File: src/rtl/psa_pkg.sv
// rtl/psa_pkg.sv - op encodings, saturation helpers and the S1 lane record shared by psa_simd_pipe
package psa_pkg;

    localparam logic PSA_ADD = 1'b0;
    localparam logic PSA_SUB = 1'b1;

    // Widest lane the S1 record can carry; a lane of LANE_W bits uses raw[LANE_W-1:0], LANE_W < 64.
    localparam int PSA_RAW_W = 64;

    typedef struct packed {
        logic [PSA_RAW_W-1:0] raw;
        logic                 pos_ovfl;
        logic                 neg_ovfl;
    } psa_s1_lane_t;

    function automatic logic [PSA_RAW_W-1:0] lane_max(input int lane_w);
        return (PSA_RAW_W'(1) << (lane_w - 1)) - PSA_RAW_W'(1);
    endfunction

    function automatic logic [PSA_RAW_W-1:0] lane_min(input int lane_w);
        return PSA_RAW_W'(1) << (lane_w - 1);
    endfunction

endpackage

File: src/rtl/psa_simd_pipe_if.sv
// rtl/psa_simd_pipe_if.sv - operand/result handshake bundle for psa_simd_pipe; ovfl_cnt exists only under PSA_OVFL_CNT_EN
interface psa_simd_pipe_if #(
    parameter int LANE_W = 4,
    parameter int LANES  = 4
);
    localparam int W = LANE_W * LANES;

    logic             in_valid;
    logic             in_ready;
    logic [W-1:0]     A;
    logic [W-1:0]     B;
    logic             op;
    logic             sat_en;
    logic             out_valid;
    logic             out_ready;
    logic [W-1:0]     Sum;
    logic [LANES-1:0] lane_ovfl;
    logic             Error;
    logic [LANES-1:0] sticky_ovfl;
    logic             clr_sticky;
`ifdef PSA_OVFL_CNT_EN
    logic [15:0]      ovfl_cnt;
`endif

    modport master (
        output in_valid, A, B, op, sat_en, out_ready, clr_sticky,
        input  in_ready, out_valid, Sum, lane_ovfl, Error, sticky_ovfl
`ifdef PSA_OVFL_CNT_EN
        , input ovfl_cnt
`endif
    );

    modport slave (
        input  in_valid, A, B, op, sat_en, out_ready, clr_sticky,
        output in_ready, out_valid, Sum, lane_ovfl, Error, sticky_ovfl
`ifdef PSA_OVFL_CNT_EN
        , output ovfl_cnt
`endif
    );

endinterface

File: src/rtl/psa_lane.sv
// rtl/psa_lane.sv - combinational single-lane signed add/sub with overflow detect
module psa_lane
    import psa_pkg::*;
#(
    parameter int LANE_W = 4
) (
    input  logic [LANE_W-1:0] a,
    input  logic [LANE_W-1:0] b,
    input  logic              op,
    output psa_s1_lane_t      res
);

    logic              sub;
    logic [LANE_W-1:0] b_eff;
    logic [LANE_W-1:0] sum;

    // Subtract as A + ~B + 1 so overflow uses the signs the adder actually saw;
    // this makes 0 - most_negative show up as positive overflow.
    always_comb begin
        sub          = (op == PSA_SUB);
        b_eff        = sub ? ~b : b;
        sum          = a + b_eff + LANE_W'(sub);
        res          = '0;
        res.raw      = PSA_RAW_W'(sum);
        res.pos_ovfl = ~a[LANE_W-1] & ~b_eff[LANE_W-1] &  sum[LANE_W-1];
        res.neg_ovfl =  a[LANE_W-1] &  b_eff[LANE_W-1] & ~sum[LANE_W-1];
    end

endmodule

File: src/rtl/psa_simd_pipe.sv
// rtl/psa_simd_pipe.sv - 2-stage LANES x LANE_W signed SIMD add/sub with saturation and sticky overflow; PSA_OVFL_CNT_EN adds ovfl_cnt
module psa_simd_pipe
    import psa_pkg::*;
#(
    parameter int LANE_W = 4,
    parameter int LANES  = 4
) (
    input  logic           clk,
    input  logic           rst,
    psa_simd_pipe_if.slave bus
);

    localparam int W = LANE_W * LANES;
    localparam logic [LANE_W-1:0] SAT_MAX = LANE_W'(lane_max(LANE_W));
    localparam logic [LANE_W-1:0] SAT_MIN = LANE_W'(lane_min(LANE_W));

    psa_s1_lane_t [LANES-1:0] lane_res;
    psa_s1_lane_t [LANES-1:0] s1_lane_q, s1_lane_d;
    logic                     s1_valid_q, s1_valid_d;
    logic                     s1_sat_q, s1_sat_d;
    logic                     s2_valid_q, s2_valid_d;
    logic [W-1:0]             sum_q, sum_d;
    logic [LANES-1:0]         lane_ovfl_q, lane_ovfl_d;
    logic [LANES-1:0]         sticky_q, sticky_d;
    logic [LANE_W-1:0]        lane_val;
    logic                     s1_adv, in_ready, in_fire, out_fire;
    logic [LANES-1:0]         unused_raw_hi;

    for (genvar g = 0; g < LANES; g++) begin : g_lane
        psa_lane #(.LANE_W(LANE_W)) u_lane (
            .a   (bus.A[g*LANE_W +: LANE_W]),
            .b   (bus.B[g*LANE_W +: LANE_W]),
            .op  (bus.op),
            .res (lane_res[g])
        );
        assign unused_raw_hi[g] = ^s1_lane_q[g].raw[PSA_RAW_W-1:LANE_W];
    end

    always_comb begin
        s1_adv   = !s2_valid_q || bus.out_ready;
        in_ready = !s1_valid_q || s1_adv;
        in_fire  = bus.in_valid && in_ready;
        out_fire = s2_valid_q && bus.out_ready;
    end

    always_comb begin
        s1_valid_d = s1_valid_q;
        s1_lane_d  = s1_lane_q;
        s1_sat_d   = s1_sat_q;
        if (in_fire) begin
            s1_valid_d = 1'b1;
            s1_lane_d  = lane_res;
            s1_sat_d   = bus.sat_en;
        end else if (s1_adv) begin
            s1_valid_d = 1'b0;
        end
    end

    // Output data only reloads on a real beat, so Sum stays put while stalled or idle.
    always_comb begin
        s2_valid_d  = s2_valid_q;
        sum_d       = sum_q;
        lane_ovfl_d = lane_ovfl_q;
        lane_val    = '0;
        if (s1_adv) begin
            s2_valid_d = s1_valid_q;
            if (s1_valid_q) begin
                for (int i = 0; i < LANES; i++) begin
                    lane_val = s1_lane_q[i].raw[LANE_W-1:0];
                    if (s1_sat_q && s1_lane_q[i].pos_ovfl) lane_val = SAT_MAX;
                    if (s1_sat_q && s1_lane_q[i].neg_ovfl) lane_val = SAT_MIN;
                    sum_d[i*LANE_W +: LANE_W] = lane_val;
                    lane_ovfl_d[i] = s1_lane_q[i].pos_ovfl | s1_lane_q[i].neg_ovfl;
                end
            end
        end
    end

    // Clear first, then OR in the transferring beat: a coincident overflow survives the clear.
    always_comb begin
        sticky_d = bus.clr_sticky ? '0 : sticky_q;
        if (out_fire) sticky_d = sticky_d | lane_ovfl_q;
    end

    always_ff @(posedge clk or posedge rst) begin
        if (rst) begin
            s1_valid_q  <= 1'b0;
            s1_lane_q   <= '0;
            s1_sat_q    <= 1'b0;
            s2_valid_q  <= 1'b0;
            sum_q       <= '0;
            lane_ovfl_q <= '0;
            sticky_q    <= '0;
        end else begin
            s1_valid_q  <= s1_valid_d;
            s1_lane_q   <= s1_lane_d;
            s1_sat_q    <= s1_sat_d;
            s2_valid_q  <= s2_valid_d;
            sum_q       <= sum_d;
            lane_ovfl_q <= lane_ovfl_d;
            sticky_q    <= sticky_d;
        end
    end

`ifdef PSA_OVFL_CNT_EN
    logic [15:0] cnt_q, cnt_d;

    always_comb begin
        cnt_d = bus.clr_sticky ? 16'h0000 : cnt_q;
        if (out_fire && (|lane_ovfl_q) && (cnt_d != 16'hFFFF)) cnt_d = cnt_d + 16'h0001;
    end

    always_ff @(posedge clk or posedge rst) begin
        if (rst) cnt_q <= '0;
        else     cnt_q <= cnt_d;
    end

    assign bus.ovfl_cnt = cnt_q;
`endif

    assign bus.in_ready    = in_ready;
    assign bus.out_valid   = s2_valid_q;
    assign bus.Sum         = sum_q;
    assign bus.lane_ovfl   = lane_ovfl_q;
    assign bus.Error       = |lane_ovfl_q;
    assign bus.sticky_ovfl = sticky_q;

endmodule
File: src/flat_wrapper.sv
// flat-port wrapper written by rule: the top's interface ports become plain ports
module psa_simd_pipe_flat import psa_pkg::*;
#(
    parameter int LANE_W = 4,
    parameter int LANES  = 4
)
  (clk, rst, bus_in_valid, bus_A, bus_B, bus_op, bus_sat_en, bus_out_ready, bus_clr_sticky, bus_in_ready, bus_out_valid, bus_Sum, bus_lane_ovfl, bus_Error, bus_sticky_ovfl);
  psa_simd_pipe_if #(.LANE_W(LANE_W), .LANES(LANES)) bus_i ();
  input  logic clk;
  input  logic rst;
  input wire logic [$bits(bus_i.in_valid)-1:0] bus_in_valid;
  input wire logic [$bits(bus_i.A)-1:0] bus_A;
  input wire logic [$bits(bus_i.B)-1:0] bus_B;
  input wire logic [$bits(bus_i.op)-1:0] bus_op;
  input wire logic [$bits(bus_i.sat_en)-1:0] bus_sat_en;
  input wire logic [$bits(bus_i.out_ready)-1:0] bus_out_ready;
  input wire logic [$bits(bus_i.clr_sticky)-1:0] bus_clr_sticky;
  output wire logic [$bits(bus_i.in_ready)-1:0] bus_in_ready;
  output wire logic [$bits(bus_i.out_valid)-1:0] bus_out_valid;
  output wire logic [$bits(bus_i.Sum)-1:0] bus_Sum;
  output wire logic [$bits(bus_i.lane_ovfl)-1:0] bus_lane_ovfl;
  output wire logic [$bits(bus_i.Error)-1:0] bus_Error;
  output wire logic [$bits(bus_i.sticky_ovfl)-1:0] bus_sticky_ovfl;
  assign bus_i.in_valid = bus_in_valid;
  assign bus_i.A = bus_A;
  assign bus_i.B = bus_B;
  assign bus_i.op = bus_op;
  assign bus_i.sat_en = bus_sat_en;
  assign bus_i.out_ready = bus_out_ready;
  assign bus_i.clr_sticky = bus_clr_sticky;
  assign bus_in_ready = bus_i.in_ready;
  assign bus_out_valid = bus_i.out_valid;
  assign bus_Sum = bus_i.Sum;
  assign bus_lane_ovfl = bus_i.lane_ovfl;
  assign bus_Error = bus_i.Error;
  assign bus_sticky_ovfl = bus_i.sticky_ovfl;
  psa_simd_pipe #(.LANE_W(LANE_W), .LANES(LANES)) u_core (.clk(clk), .rst(rst), .bus(bus_i));
endmodule
File: config.mk
export PLATFORM = sky130hd
export DESIGN_NAME = psa_simd_pipe_flat
export DESIGN_NICKNAME = d
export VERILOG_FILES = /design/src/rtl/psa_pkg.sv /design/src/rtl/psa_simd_pipe_if.sv /design/src/rtl/psa_lane.sv /design/src/rtl/psa_simd_pipe.sv /design/src/flat_wrapper.sv
export SDC_FILE = /design/constraint.sdc
export NUM_CORES = 1
export LEC_CHECK = 0
export CAP_MARGIN = 20
export CELL_PAD_IN_SITES_DETAIL_PLACEMENT = 0
export CELL_PAD_IN_SITES_GLOBAL_PLACEMENT = 1
export CORE_ASPECT_RATIO = 1.2
export CORE_UTILIZATION = 43
export CTS_BUF_LIST = sky130_fd_sc_hd__clkbuf_16
export DETAILED_ROUTE_END_ITERATION = 10
export GPL_TIMING_DRIVEN = 0
export PLACE_DENSITY_LB_ADDON = 0.1
export SYNTH_ARGS = -nofsm -noshare
export SYNTH_HDL_FRONTEND = slang
export SYNTH_HIERARCHICAL = 1
export SYNTH_SLANG_ARGS = --single-unit
File: constraint.sdc
create_clock -name clk -period 2.1 [get_ports clk]
set_input_delay 0.42 -clock clk [delete_from_list [all_inputs] [get_ports clk]]
set_output_delay 0.42 -clock clk [all_outputs]
set_load 0.01 [all_outputs]
After elaboration in Yosys (flattened, before gate mapping)
Index checks and enable logic that the tools add are counted. Widths: inputs -> output; s select.

Output and inout bits: 27. Word-level logic and storage cells: 96. Input bits: 39. Bits in registers: 51.

Reductions and logical operators: 17. Muxes and demuxes: 16. Bitwise logic cells: 37. Add/sub/neg operators: 8.

Operators with widths (number): $mux 4 (14); $add 4x1->4 (4); $add 4x4->4 (4); $and 1x1->1 (16); $not 4->4 (4); $not 1->1 (12); $logic_and 1x1->1 (10); $or 1x1->1 (4); $or 4x4->4 (1); $reduce_or 4->1 (1); $logic_not 1->1 (2); $logic_or 1x1->1 (2); $mux 1 (2); $reduce_and 2->1 (1); $reduce_bool 2->1 (1).

Depth between registers and ports, before layout
Depth in word-level cells: 6. Depth in mapped cells: 7. Gate-level depth less buffers: 7.

Cells and area by module
Netlist, hierarchy kept.

Modules (own cells, without submodules): psa_lane (times used 4, area each 643.1 sq um, cells each 81, seq. area each 0.0 sq um); psa_simd_pipe (times used 1, area each 2183.3 sq um, cells each 170, seq. area each 1276.2 sq um).

Least setup slack after synthesis
OpenSTA, ideal clock, no wires.

Kind: input port to flip-flop. Start point: in bus_B[10]. End point: reg u_core/s1_lane_q[133] (netlist name). Slack: 0.158 ns. Arrival: 1.817 ns. Buffers on the path: 0. Library setup time: 0.125 ns. Data required time: 1.975 ns. Cell stages on the path: 6. Cell sequence: xor2_1 ha_1 a21o_2 a311o_1 and3_1 mux2_2.

RTL lines: from (decl) (line flat_wrapper.sv:13) `input wire logic [$bits(bus_i.B)-1:0] bus_B;`; to (signal assigned) (line psa_simd_pipe.sv:96) `s1_lane_q <= s1_lane_d;`; to (decl) (line psa_simd_pipe.sv:18) `psa_s1_lane_t [LANES-1:0] s1_lane_q, s1_lane_d;`.

==> results.toml <==
[status]
status = "finished, final reports clean"

[run]
maxCapViolCount = 0

[grt]
grt_pass1_wl_mm = 10.04
grt_max_degree = 29
antenna_found_initial = 0
grt_pass1_vias = 2123
grtUsageTotal_pct = 17.85
grt_overflow = 0

[placement]
dp_hpwl_mm = 4.312
place_area_um2 = 3724
routabilityCongestion = 0.7394
port_buffers = 65

[critical_path]
critical_path_arrival_ns = 2.20
path_max_fanout = 3
rrSetupSlack_ns = 0.51
worstPathRequired_ns = 2.27
critPathCaptureType = "flop"
r2r-start = "u_core/s1_valid_q"
r2r_cells = 4
setup.worst_path.start = "bus_B[9]"
r2r_end = "u_core/bus.Sum[4]"
path_class = "input port to flop"
start_kind = "input port"
endpoint = "u_core/s1_lane_q[137]"

[route]
wl_met1_mm = 2.582
top_layer = "met4"
routed_wirelength_mm = 5.992
wire_per_inst_um = 14.47
drc_errors = 0
firstDrtPassIters = 4
wl_met3_um = 212
met2_length_mm = 3.137
drt_iter0_drc = 68
drtAntennaViolNets = 0
vias = 2142
avgViaCountPerCell = 5.174

[die]
num_rows = 32
coreArea_um2 = 6526
die-area_um2 = 7171
pin_count = 66
chipHeight_um = 92.57
start_util_pct = 45.03
die_w_um = 77.47

[timing]
clock_skew_ns = 0.002539
maxSlewHeadroom_pct = 57.16
final-hold-violation-count = 0
finalCritPeriodShare_pct = 96.44
final_period_minus_worst_setup_slack_ns = 2.025
max_freq_mhz = 493.8
maxSlewViolCount = 0
setup_violations = 0
worstMarginPinSlew_ns = 0.6417

[logic_synthesis]
syn_nets = 309
avgSynthCellArea_um2 = 11.76
synth_area_um2 = 2939
yosys_warnings = 6
synth_cells = 250

[clock_tree]
cts-root-buf = "clkbuf_16"
clock_latency_ns = 0.28
numCtsBuffers = 5
cts_tree = "done"
clkTransAtPathRegs_ns = 0.06
cts.sinks = 51
ctsHoldBuffers = 0
cts_buffer_depth = 2
htree_num_levels = 2

[cells_and_area]
n_fill_cell = 583
antennaDiodeCount = 0
nets = 387
layout-drive-gt1-share_pct = 22.19
stdcell_area_um2 = 3966
syn2layout_area_growth_pct = 34.95

[power]
p_leak_nw = 1.797
ir_drop_mv = 0.3941
power_density_nw_per_um2 = 910.2
p_total_mw = 3.610

[min_path]
hold_class = "flop to flop"
holdPathStages = 1
[critical path, cell delays in order]
cell	delay [ns]
clkdlybuf4s50_1	0.41
xor2_1	0.18
ha_1	0.21
a21o_2	0.19
a311o_1	0.35
and2_1	0.17
mux2_2	0.25
[placed cells by master (no fill, tap or decap), drive strengths merged]
cell and instances:
clkdlybuf4s50 58, dfrtp 51, mux2 41, a21oi 40, xor2 20, ha 16, inv 14, buf 11
clkbuf 11, and3 8, a22oi 8, nand2 5, and2 5, nor2 4, nand3 4, o21ai 4
a21o 4, a311o 4, a21boi 4, fa 4, dlymetal6s2s 3, dlygate4sd2 3, nand2b 3, clkinv 2
nand3b 1, or4 1
[area by class of cell]
type	count	area [µm²]	area share [%]
inverters	13	48.80	1.230
plain buffers	10	77.57	1.956
clock buffers	5	125.1	3.155
repair buffers	71	716.9	18.08
clock inverters	3	11.26	0.2839
flip-flops and latches	51	1276	32.18
well taps	85	106.4	2.681
multi-input cells	176	1604	40.44
[routing by layer]
metal | track usage [%] | vias to the layer above
met5 | 0 | -
li1 | - | 1043
met2 | 31.71 | 50
met1 | 22.10 | 1044
met3 | 3.251 | 5
met4 | 4.717 | 0
[registers in the layout (all words and copies together) (netlist names)]
register,flops
u_core/bus.Sum,16
u_core/bus.lane_ovfl,4
u_core/bus.out_valid,1
u_core/bus.sticky_ovfl,4
u_core/s1_lane_q,24
u_core/s1_sat_q,1
u_core/s1_valid_q,1
[repair_timing]
action / 4_1_cts / 5_1_grt
cloned: 0 / 0
setup endpoints to repair: 22 / 12
pin swaps: 10 / 9
gates resized for setup: 8 / 13
buffers inserted: 4 / 1
hold endpoints to repair: 0 / 0
[power breakdown]
part	total [mW]	leakage, nW	internal (mW)	switching, mW
clock network	0.755	0.0701	0.429	0.326
registers	1.47	0.608	1.27	0.191
logic	1.39	1.12	0.843	0.546
[per-stage QoR]
step / utilization, % / worst slack (ns) / setup TNS (ns) / instances / hold WS (ns)
after global placement: 56.63 / -1.025 / -42.64 / 400 / 0.4890
after CTS: 59.47 / -0.01419 / -0.01419 / 413 / 0.5085
final: 60.77 / 0.07476 / 0 / 414 / 0.5054
after global routing: 60.77 / -0.004627 / -0.004627 / 414 / 0.5168
after detailed placement: 57.06 / -1.062 / -16.74 / 401 / 0.4938
after floorplan: - / 0.1580 / 0 / 250 / 0.4801
[how the worst min path moves through the flow]
stage,slack [ns],from,to
floorplan,0.48,u_core/s1_lane_q[137],u_core/s1_lane_q[137]
global placement,0.49,u_core/s1_lane_q[3],u_core/s1_lane_q[3]
detailed placement,0.49,u_core/s1_lane_q[3],u_core/s1_lane_q[3]
CTS,0.51,u_core/s1_lane_q[3],u_core/s1_lane_q[3]
global route,0.52,u_core/s1_lane_q[137],u_core/s1_lane_q[137]
finish,0.51,u_core/s1_lane_q[135],u_core/s1_lane_q[135]
No activity file was read; power rests on OpenSTA's default activity.
